--- config.mk ---
export PLATFORM = sky130hd
export DESIGN_NAME = sipo_rx_frame
export DESIGN_NICKNAME = d
export VERILOG_FILES = /design/src/rtl/sipo_rx_frame.sv
export SDC_FILE = /design/constraint.sdc
export NUM_CORES = 1
export LEC_CHECK = 0
export ABC_AREA = 1
export CAP_MARGIN = 10
export CORE_MARGIN = 3
export CORE_UTILIZATION = 40
export DETAILED_ROUTE_END_ITERATION = 16
export RECOVER_POWER = 100
export SETUP_SLACK_MARGIN = 0.05
export SLEW_MARGIN = 10
export SYNTH_ARGS = -nofsm -noshare
export SYNTH_HDL_FRONTEND = slang
export SYNTH_SLANG_ARGS = --single-unit
--- constraint.sdc ---
create_clock -name i_baudclk -period 3.6 [get_ports i_baudclk]
set_input_delay 0.36 -clock i_baudclk [delete_from_list [all_inputs] [get_ports i_baudclk]]
set_output_delay 0.36 -clock i_baudclk [all_outputs]
set_load 0.05 [all_outputs]
--- src/rtl/sipo_rx_frame.sv ---
// Parametrised UART receive deserialiser: collects DATA_W accepted bit samples and strobes the word out.
// Optional parity checking is enabled by defining PARITY_CHECK_EN.
module sipo_rx_frame #(
    parameter int DATA_W    = 8,
    parameter bit MSB_FIRST = 1'b0
) (
    input  logic              i_baudclk,
    input  logic              i_rst_n,
    input  logic              i_start,
    input  logic              i_shift,
    input  logic              i_onedetected,
    input  logic              i_zerodetected,
    input  logic              i_parity_odd,
    output logic [DATA_W-1:0] o_parallelout,
    output logic              o_valid,
    output logic              o_busy,
    output logic              o_bit_err,
    output logic              o_parity_err
);

    localparam int CNT_W = $clog2(DATA_W + 1);

    localparam logic [1:0] IDLE   = 2'd0;
    localparam logic [1:0] SHIFT  = 2'd1;
`ifdef PARITY_CHECK_EN
    localparam logic [1:0] PARITY = 2'd2;
`endif

    logic [1:0]        state;
    logic [CNT_W-1:0]  bit_cnt;
    logic [DATA_W-1:0] shift_reg;
    logic [DATA_W-1:0] next_sr;
    logic              accept;
    logic              conflict;
    logic              last_bit;

    assign accept   = i_shift & (i_onedetected ^ i_zerodetected);
    assign conflict = i_shift & i_onedetected & i_zerodetected;
    assign last_bit = (bit_cnt == CNT_W'(DATA_W - 1));

    // A one-bit word has no neighbours to shift, so the slice forms only exist for DATA_W > 1.
    generate
        if (DATA_W == 1) begin : g_w1
            assign next_sr = i_onedetected;
        end else if (MSB_FIRST) begin : g_msb
            assign next_sr = {shift_reg[DATA_W-2:0], i_onedetected};
        end else begin : g_lsb
            assign next_sr = {i_onedetected, shift_reg[DATA_W-1:1]};
        end
    endgenerate

`ifndef PARITY_CHECK_EN
    logic unused_parity_odd;
    assign unused_parity_odd = i_parity_odd;
`endif

    always_ff @(posedge i_baudclk) begin
        if (!i_rst_n) begin
            state         <= IDLE;
            bit_cnt       <= '0;
            shift_reg     <= '0;
            o_parallelout <= '0;
            o_valid       <= 1'b0;
            o_busy        <= 1'b0;
            o_bit_err     <= 1'b0;
            o_parity_err  <= 1'b0;
        end else begin
            o_valid      <= 1'b0;
            o_parity_err <= 1'b0;
            o_bit_err    <= conflict & (state != IDLE) & ~i_start;

            // A start pulse always wins: it opens a fresh frame and drops any sample on the same edge.
            if (i_start) begin
                state     <= SHIFT;
                bit_cnt   <= '0;
                shift_reg <= '0;
                o_busy    <= 1'b1;
            end else begin
                case (state)
                    SHIFT: begin
                        if (accept) begin
                            shift_reg <= next_sr;
                            bit_cnt   <= bit_cnt + 1'b1;
                            if (last_bit) begin
`ifdef PARITY_CHECK_EN
                                state <= PARITY;
`else
                                o_parallelout <= next_sr;
                                o_valid       <= 1'b1;
                                o_busy        <= 1'b0;
                                state         <= IDLE;
`endif
                            end
                        end
                    end
`ifdef PARITY_CHECK_EN
                    PARITY: begin
                        if (accept) begin
                            o_parallelout <= shift_reg;
                            o_valid       <= 1'b1;
                            o_parity_err  <= i_onedetected != ((^shift_reg) ^ i_parity_odd);
                            o_busy        <= 1'b0;
                            state         <= IDLE;
                        end
                    end
`endif
                    default: begin
                        state  <= IDLE;
                        o_busy <= 1'b0;
                    end
                endcase
            end
        end
    end

endmodule

==> impl_results.md, run 1 <==
* Status: finished clean
* Final setup TNS at 0 ps
* Fraction of layout cells with a size suffix above 1 at under 10%
* WL/cell at 9.412 µm
* Mux contribution to synthesized area at 0%
* Minimum clock period at 2081 ps
* Post-synthesis xor/xnor area fraction at less than 1%
* CORE AREA at 2102 µm²
* WP buf/inv at 1
* Synthesized area per cell at 7.247 µm²
* Worst Tran Pin Value at 1151 ps
* Total Wirelength at 1.600 mm
* Synth Cell Area at around 940 µm²
* CP delay by family, top: simple AND/OR/NAND/NOR gates
* Most common cell in the netlist: nand2_1
* Detailed Place HPWL at 1.121 mm
* Initial Util at 44.82%
* Overall Global Routing Usage at between 10 and 15%
* Period utilization at approximately 58%
* FMAX at 0.4805 GHz
* Top post-synthesis cells by count: nand2_1, dfxtp_1, nor2_1
* ANT nets after route at 0
* Leak at 0.5006 nW
* Area growth from synthesis to layout at 15.80%
* # Post-CTS Setup Buffers at 0
* Pins Over Slew Limit at 0
* Skew final at 3.980 ps
* Hold buffers post-CTS at 0
* Worst-Skew Late Latency at about 300 ps
* Vias in the first global route at ~700
* RSZ-0062 raised after global routing: false
* Clock Path Buffers at 2
* First-pass GRT wire length at 2.946 mm
* Layout Nets at 153
* Largest family of logic cells by synthesized area: simple AND/OR/NAND/NOR gates
* Congestion Overflow GR at 0
* Drt first pass iters at 4
* Yosys cell types at 20
* Die Wd at between 50 and 60 µm
* CP startpoint kind: input port
* YS warnings at 0
* Crit Path Category: in2reg
* Ranking of synthesized cells by area: dfxtp_1, nand2_1, nor2_1, a21oi_1, inv_1
* Sequential area share after synthesis at 46.75%
* Critical path's most frequent cell: nand2_1
* Simple-gate share of the synthesized area at between 30% and 40%
* Signal arrival time at the worst endpoint at about 2300 ps
* Worst EP required at 3830 ps
* CTS Root Cell: clkbuf_4
* Die area at 2974 µm²
* # diodes at 0
* WHS at ~470 ps
* Row Count at 16
* Initial antenna violation count at 0
* Synth Area in Adders at under 10%
* Drt first-iter violations at 12
* VDD IR-drop max at roughly 0.22 mV
* Max-cap violations at 0
* Post-CTS sizing at 0
* Via/cell ratio at approximately 4.6
* CTS buffer count at 3
* Syn Inst Count at 130
* CP Max Fanout at 11
* Net count after synthesis at roughly 140
* Seq cells post-synth at 22
* FFs w/ async S/R, synth at 0%
* Die Height at 54.53 µm
* Max reg flops at 8
* GPL Wtd Cong at 0.6904
* CTS clk-pin slew, worst paths at ~110 ps
* Crit-path cells: dlygate4sd3_1 -> nand2_1 -> nand2_1 -> nor3_1 -> nand2_1 -> a21oi_1
* Synth top area share at roughly 47%
* Vias at 777
* CTS tree: done
* Synth Area in Compound Gates at 6.906%
* PD cells at 347.1 nW/µm²
* Largest net degree at the start of global routing at 16
* # IOs at 19
* Final hold vios at 0
* Max-slew headroom at 22.70%
* Crit end category: register
* CTS sink cnt at 22
* Detailed-route DRC error count at 0
* EDFF count, synth at 0
* Hold Crit Class: reg2reg
* H-Tree Depth at 1
* Endpoints failing setup at 0
* Port bufs at 16
* Critical Path Max Stage Delay at 890 ps
* CP max-delay cell: nor3_1
* Post-synth top flop: dfxtp_1
* Leading area contributor after synthesis: dfxtp_1
logic make-up (layout without fill, tap and decap cells):
| group | Yosys count | after routing |
|---|---|---|
| buffers and inverters | 21 | 34 |
| adders and majority gates | 1 | 1 |
| DFF | 22 | 22 |
| AOI/OAI and AO/OA | 13 | 13 |
| and+or+nand+nor | 71 | 71 |
| other | 1 | 1 |
| xor gates and xnor gates | 1 | 1 |
path summary, 6_finish.rpt:
path            startpoint      endpoint  slack, ps  cells past startpoint
max          i_onedetected  shift_reg[4]       1520                      6
min           shift_reg[1]  shift_reg[1]        470                      2
max reg2reg       state[0]  shift_reg[4]       1850                      4
min reg2reg   shift_reg[1]  shift_reg[1]        470                      2
power breakdown:
group / switching, mW / total (mW) / internal, mW
Sequential: 0.00181 / 0.246 / 0.245
Clock: 0.0668 / 0.106 / 0.0390
Combinational: 0.0180 / 0.0266 / 0.00860
through the flow:
| step | total power, mW | worst slack, ps | instances | utilization, % | instance area (µm²) |
|---|---|---|---|---|---|
| final | 0.3787 | 1519 | 170 | 51.90 | 1091 |
| after global routing | 0.3977 | 1302 | 170 | 51.90 | 1091 |
| after floorplan | 0.2727 | 2219 | 130 | - | 942.2 |
| after CTS | 0.3896 | 1574 | 170 | 53.10 | 1116 |
| after global placement | 0.2812 | 1663 | 167 | 52.02 | 1094 |
| after detailed placement | 0.2812 | 1669 | 167 | 52.02 | 1094 |
tightest hold or removal path, cell delays in order (launching register included):
cell	delay, ps
dfxtp_1	320
nand2_1	60
a21oi_1	50
cell type report:
class                   instances  area, µm²
well taps                      27      33.78
repair buffers                 16      160.2
inverters                      15      56.30
clock buffers                   3      22.52
fillers                       229       1011
multi-input cells              87      377.9
flip-flops and latches         22      440.4
metal layers:
layer | global-route usage (%) | wire length [µm] | vias to the layer above
met5 | 0 | 0 | -
met4 | 6.224 | 17 | 0
met3 | 2.452 | 89 | 2
met2 | 22.31 | 722 | 20
met1 | 17.02 | 771 | 337
li1 | - | - | 418
cell usage in the layout, fill, tap and decap left out:
cell type,Yosys,routed
nand2_1,44,44
conb_1,1,1
nand3_1,3,4
dlygate4sd3_1,0,13
nand4_1,2,2
xor2_1,1,1
a21oi_1,12,12
nor3_1,0,1
clkbuf_4,0,3
nor2_4,2,1
o21ai_0,1,1
inv_1,12,13
ha_1,1,1
inv_2,3,2
nand2_2,1,1
dfxtp_1,22,22
nor2_1,17,18
clkdlybuf4s50_1,0,3
Power figures use the tool's default switching activity.
==> run 2: changes to the inputs <==
- clock period: 3.6 -> 2.15 ns (I/O delays scaled with it)
==> run 2 against run 1 <==
Sequential share of layout area fell by 0.95 points. Clock power rose by 110%. Wire length is 8.3% higher. Design area is 2.4% higher. Worst hold slack gained 4.6 ps. Count of clock-buffer cells in the layout up 1. Core utilization rose by 1.3 points. Register-to-register slack worse by 1400 ps. Total power grew 81%. Sequential power up 68%. Sequential cell count unchanged. Die area did not move.
==> impl_results.md, run 2 (synthesis gave the netlist of run 1 again) <==
* Endpoints failing setup at 0 (unchanged)
* Status: finished clean (unchanged)
* Commonest non-fill, non-tap cell in the layout: nand2_1 (unchanged)
* CTS Root Cell: clkbuf_4 (unchanged)
* Drt first-iter violations at 9 (was 12)
* # Post-CTS Setup Buffers at 0 (unchanged)
* Max-cap violations at 0 (unchanged)
* Total Wirelength at 1.733 mm (was 1.600 mm)
* Crit end category: output port (was register)
* Die Height at 54.53 µm (unchanged)
* Crit-path cells: dlygate4sd3_1 (was dlygate4sd3_1 -> nand2_1 -> nand2_1 -> nor3_1 -> nand2_1 -> a21oi_1)
* DP Area at 1109 µm² (was 1094 µm²)
* # diodes at 0 (unchanged)
* Detailed Place HPWL at 1.217 mm (was 1.121 mm)
* CTS sink cnt at 22 (unchanged)
* Hold Crit Class: reg2reg (unchanged)
* GPL Wtd Cong at 0.7068 (was 0.6904)
* Signal arrival time at the worst endpoint at 1660 ps (was 2310 ps)
* Initial Util at 44.82% (unchanged)
* PD cells at 614.6 nW/µm² (was 347.1 nW/µm²)
* Critical Path Max Stage Delay at 910 ps (was 890 ps)
* Worst-Skew Late Latency at 310 ps (was 300 ps)
* Overall Global Routing Usage at 13.81% (was 13.56%)
* Largest net degree at the start of global routing at 16 (unchanged)
* Post-placement setup slack at 486.9 ps (was 1669 ps)
* FMAX at between 0.5 and 0.6 GHz
* Congestion Overflow GR at 0 (unchanged)
* CORE AREA at 2102 µm² (unchanged)
* Leak at 0.5170 nW (was 0.5006 nW)
* CP delay by family, top: buffers and inverters (was simple AND/OR/NAND/NOR gates)
* Initial antenna violation count at 0 (unchanged)
* Area growth from synthesis to layout at 18.59% (was 15.80%)
* Worst EP required at 1930 ps (was 3830 ps)
* Hold buffers post-CTS at 0 (unchanged)
* WP buf/inv at 1 (unchanged)
* Fillers at 230 (was 229)
* Pins Over Slew Limit at 0 (unchanged)
* Via/cell ratio at 4.543 (was 4.571)
* Minimum clock period at between 1500 and 2000 ps
* Crit Path Category: reg2out (was in2reg)
* H-Tree Depth at 1 (unchanged)
* Drt first pass iters at 4 (unchanged)
* # IOs at 19 (unchanged)
* Vias in the first global route at 703 (was 714)
* Detailed-route DRC error count at 0 (unchanged)
* Worst Setup Slack, final at 270.7 ps (was 1519 ps)
* Post-CTS sizing at 0 (unchanged)
* Final hold vios at 0 (unchanged)
* Max-slew headroom at 65.27% (was 22.70%)
* RSZ-0062 raised after global routing: false (unchanged)
* Die area at 2974 µm² (unchanged)
* Row Count at 16 (unchanged)
* Period utilization at between 80% and 90%
* Vias at 786 (was 777)
* CP startpoint kind: register (was input port)
* Worst Tran Pin Value at 519.5 ps (was 1151 ps)
* First-pass GRT wire length at 2.932 mm (was 2.946 mm)
* CTS tree: done (unchanged)
* CTS clk-pin slew, worst paths at 130 ps (was 110 ps)
* VDD IR-drop max at 0.3525 mV (was 0.2247 mV)
* Port bufs at 16 (unchanged)
* WL/cell at 10.02 µm (was 9.412 µm)
* Clock Path Buffers at 2 (unchanged)
* Most frequent cells in the layout: nand2_1, dfxtp_1, nor2_1, dlygate4sd3_1 (was nand2_1, dfxtp_1, nor2_1, inv_1, dlygate4sd3_1)
* CP max-delay cell: dlygate4sd3_1 (was nor3_1)
* CTS buffer count at 3 (unchanged)
* Layout Nets at 155 (was 153)
* Final Util at 53.15% (was 51.90%)
* ANT nets after route at 0 (unchanged)
* Fraction of layout cells with a size suffix above 1 at 7.534% (was 4.895%)
* Max reg flops at 8 (unchanged)
* Skew final at 11.89 ps (was 3.980 ps)
* Final setup TNS at 0 ps (unchanged)
* CP Max Fanout at 7 (was 11)
* Die Wd at 54.53 µm (unchanged)
* Post-route cell area at 1117 µm² (was 1091 µm²)
==> run 2: cell count changes in the layout (fill, tap and decap cells not counted) <==
cell | previous run | this run
buf_4 | 0 | 2
nor2_4 | 1 | 0
clkbuf_8 | 0 | 1
nor3_1 | 1 | 0
inv_2 | 2 | 3
nor3_2 | 0 | 1
inv_1 | 13 | 12
nor2_1 | 18 | 19
==> run 2: report_power, final <==
part / leakage, nW / switching, mW / total (mW) / internal (mW)
Combinational: 0.319 / 0.0315 / 0.0477 / 0.0161
Sequential: 0.178 / 0.00315 / 0.413 / 0.410
Clock: 0.0210 / 0.123 / 0.226 / 0.103
Total: 0.517 / 0.158 / 0.687 / 0.529
==> run 2: final timing paths <==
| kind | start | endpoint | slack [ps] | cells after the start |
|---|---|---|---|---|
| setup / recovery | state[0] | o_busy | 270 | 1 |
| hold / removal | o_parallelout[7] | o_parallelout[7] | 480 | 2 |
| setup reg to reg | bit_cnt[0] | o_parallelout[7] | 460 | 7 |
| hold reg to reg | o_parallelout[7] | o_parallelout[7] | 480 | 2 |
==> run 2: worst register-to-register path, stage by stage (launching register included) <==
cell and delay [ps]:
dfxtp_1 420, ha_1 220, nand2_2 60, nor2_1 180, nand3_1 410, nor2_1 250, nand2_1 70, nand2_1 50
==> run 2: stage by stage <==
stage | hold WS [ps] | std cells | power, mW
floorplan | 318.1 | 130 | 0.4566
global placement | 458.1 | 169 | 0.4737
detailed placement | 465.8 | 169 | 0.4742
CTS | 480.5 | 173 | 0.7002
global route | 506.4 | 173 | 0.7109
finish | 479.0 | 173 | 0.6867
==> run 2: layout make-up <==
type                       instances  area (µm²)  area share, %
sequential                        22       440.4          39.42
multi-input combinational         87       375.4          33.59
timing repair buffer              18       175.2          15.68
inverter                          15       56.30          5.039
clock buffer                       4       36.28          3.247
tap                               27       33.78          3.024
==> run 2: metal layers <==
metal | vias to the layer above | share of wire (%) | GRT usage [%] | wire [µm]
li1 | 423 | - | - | -
met1 | 339 | 48 | 17.28 | 830
met2 | 22 | 45 | 21.51 | 779
met3 | 2 | 6.5 | 3.542 | 112
met4 | 0 | 0.58 | 7.469 | 10
met5 | - | 0 | 0 | 0
==> run 3: changes to the inputs <==
- CORE_ASPECT_RATIO: not set -> 1.4
==> run 3 against run 2 <==
Combinational power barely moved. Sequential cell count did not move. Critical path depth did not move. Via count fell by 1.7%. Critical path type unchanged. Highest routed layer unchanged.
==> impl_results.md, run 3 (synthesis gave the netlist of run 1 again) <==
* Via/cell ratio at 4.601 (was 4.543)
* WL/cell at 10.40 µm (was 10.02 µm)
* Max-cap violations at 0 (unchanged)
* Non-Filler Instances at 168 (was 173)
* Psw at 165.5 µW (was 157.5 µW)
* Footprint of the multi-input gates at 375.4 µm² (unchanged)
* # Post-CTS Setup Buffers at 0 (unchanged)
* Status: finished clean (unchanged)
* FF-to-FF path depth at 7 (unchanged)
* Post-placement setup slack at 435.6 ps (was 486.9 ps)
* Signal arrival time at the worst endpoint at 1690 ps (was 1660 ps)
* Post-CTS sizing at 0 (unchanged)
* Power share of the clock group at 41.0% (was 32.9%)
* Gate power share at 6.1% (was 6.9%)
* Crit Path Category: reg2out (unchanged)
* CP delay by family, top: buffers and inverters (unchanged)
* Fraction of layout cells with a size suffix above 1 at 7.534% (unchanged)
* Max-slew headroom at 64.34% (was 65.27%)
* Period utilization at 88.64% (was 87.41%)
* Clock Path Buffers at 2 (unchanged)
* PD cells at 691.9 nW/µm² (was 614.6 nW/µm²)
* Hold Crit Class: in2reg (was reg2reg)
* Die area at 2982 µm² (was 2974 µm²)
* Layout Nets at 155 (unchanged)
* Total Wirelength at 1.748 mm (was 1.733 mm)
* WP buf/inv at 1 (unchanged)
* Internal Power at 614.5 µW (was 529.1 µW)
* Detailed-route DRC error count at 0 (unchanged)
* Leak at 0.5240 nW (was 0.5170 nW)
* CTS sink cnt at 22 (unchanged)
* Endpoints failing setup at 0 (unchanged)
* Seq pwr share at 52.9% (was 60.1%)
* CTS clk-pin slew, worst paths at 120 ps (was 130 ps)
* CP max-delay cell: dlygate4sd3_1 (unchanged)
* CTS buffer count at 3 (unchanged)
* Largest net degree at the start of global routing at 16 (unchanged)
* Worst-Skew Late Latency at 320 ps (was 310 ps)
* Net switching fraction of the power at 21.22% (was 22.94%)
* Worst Tran Pin Value at 533.4 ps (was 519.5 ps)
* Stages on the worst setup path at 1 (unchanged)
* Vias at 773 (was 786)
* Critical Path Max Stage Delay at 910 ps (about the same)
* Most frequent cells in the layout: nand2_1, dfxtp_1, nor2_1, dlygate4sd3_1 (unchanged)
* GPL Wtd Cong at 0.6781 (was 0.7068)
* CTS Root Cell: clkbuf_4 (unchanged)
* Drt first pass iters at 4 (unchanged)
* Initial Util at 42.78% (was 44.82%)
* Worst Setup Slack, final at 244.3 ps (was 270.7 ps)
* Detailed Place HPWL at 1.240 mm (was 1.217 mm)
* Pins Over Slew Limit at 0 (unchanged)
* Hold buffers post-CTS at 0 (unchanged)
* Max reg flops at 8 (unchanged)
* Final hold vios at 0 (unchanged)
* Storage element area at 440.4 µm² (unchanged)
* Commonest non-fill, non-tap cell in the layout: nand2_1 (unchanged)
* Placed Cells at 164 (was 169)
* Vias in the first global route at 715 (was 703)
* FMAX at 0.5247 GHz (was 0.5321 GHz)
* Fillers at 241 (was 230)
* CP Max Fanout at 7 (unchanged)
* Die Wd at 47.02 µm (was 54.53 µm)
* Initial antenna violation count at 0 (unchanged)
* Row Count at 20 (was 16)
* RSZ-0062 raised after global routing: false (unchanged)
* Overall Global Routing Usage at 14.69% (was 13.81%)
* First-pass GRT wire length at 3.146 mm (was 2.932 mm)
* H-Tree Depth at 1 (unchanged)
* Crit end category: output port (unchanged)
* Worst EP required at 1930 ps (about the same)
* Die Height at 63.43 µm (was 54.53 µm)
* CP startpoint kind: register (unchanged)
* Final setup TNS at 0 ps (unchanged)
* Congestion Overflow GR at 0 (unchanged)
* Area growth from synthesis to layout at 19.65% (was 18.59%)
* # diodes at 0 (unchanged)
* ANT nets after route at 0 (unchanged)
* VDD IR-drop max at 0.3616 mV (was 0.3525 mV)
* CORE AREA at 2202 µm² (was 2102 µm²)
* Minimum clock period at 1906 ps (was 1879 ps)
* # IOs at 19 (unchanged)
* Port bufs at 16 (unchanged)
* CTS tree: done (unchanged)
* Crit-path cells: dlygate4sd3_1 (unchanged)
* Skew final at 1.483 ps (was 11.89 ps)
* Min-Delay Path Depth at 3 (was 2)
* Drt first-iter violations at 18 (was 9)
-- run 3: final timing paths --
path	start	to	slack (ps)
min	i_shift	o_bit_err	460
max	state[0]	o_busy	240
max reg2reg	bit_cnt[0]	o_parallelout[7]	380
min reg2reg	o_parallelout[7]	o_parallelout[7]	480
-- run 3: area by class of cell --
| type | instances | area share (%) |
|---|---|---|
| timing repair buffer | 18 | 15.54 |
| multi-input combinational | 87 | 33.30 |
| clock inverter | 1 | 2.664 |
| sequential | 22 | 39.07 |
| inverter | 15 | 4.994 |
| clock buffer | 3 | 1.998 |
| tap | 22 | 2.442 |
-- run 3: per-stage QoR --
step / utilization [%] / hold WS (ps) / area (µm²) / power, mW
6_report: 51.19 / 455.9 / 1127 / 0.7800
3_3_place_gp: 50.06 / 453.3 / 1102 / 0.4737
4_1_cts: 52.44 / 452.7 / 1155 / 0.7949
5_1_grt: 51.19 / 455.3 / 1127 / 0.8155
2_1_floorplan: - / 318.1 / 942.2 / 0.4566
3_5_place_dp: 50.06 / 462.1 / 1102 / 0.4747
-- run 3: power groups by stage --
stage               sequential (mW)  clock [mW]  combinational, mW
finish                        0.413       0.320             0.0474
global route                  0.414       0.350             0.0522
CTS                           0.414       0.329             0.0521
detailed placement            0.423           0             0.0519
global placement              0.422           0             0.0512
floorplan                     0.427           0             0.0294
-- run 3: metal layers --
metal	track usage, %	wire, µm
met1	18.55	783
met3	3.429	50
met2	21.43	857
met5	0	0
met4	9.343	57
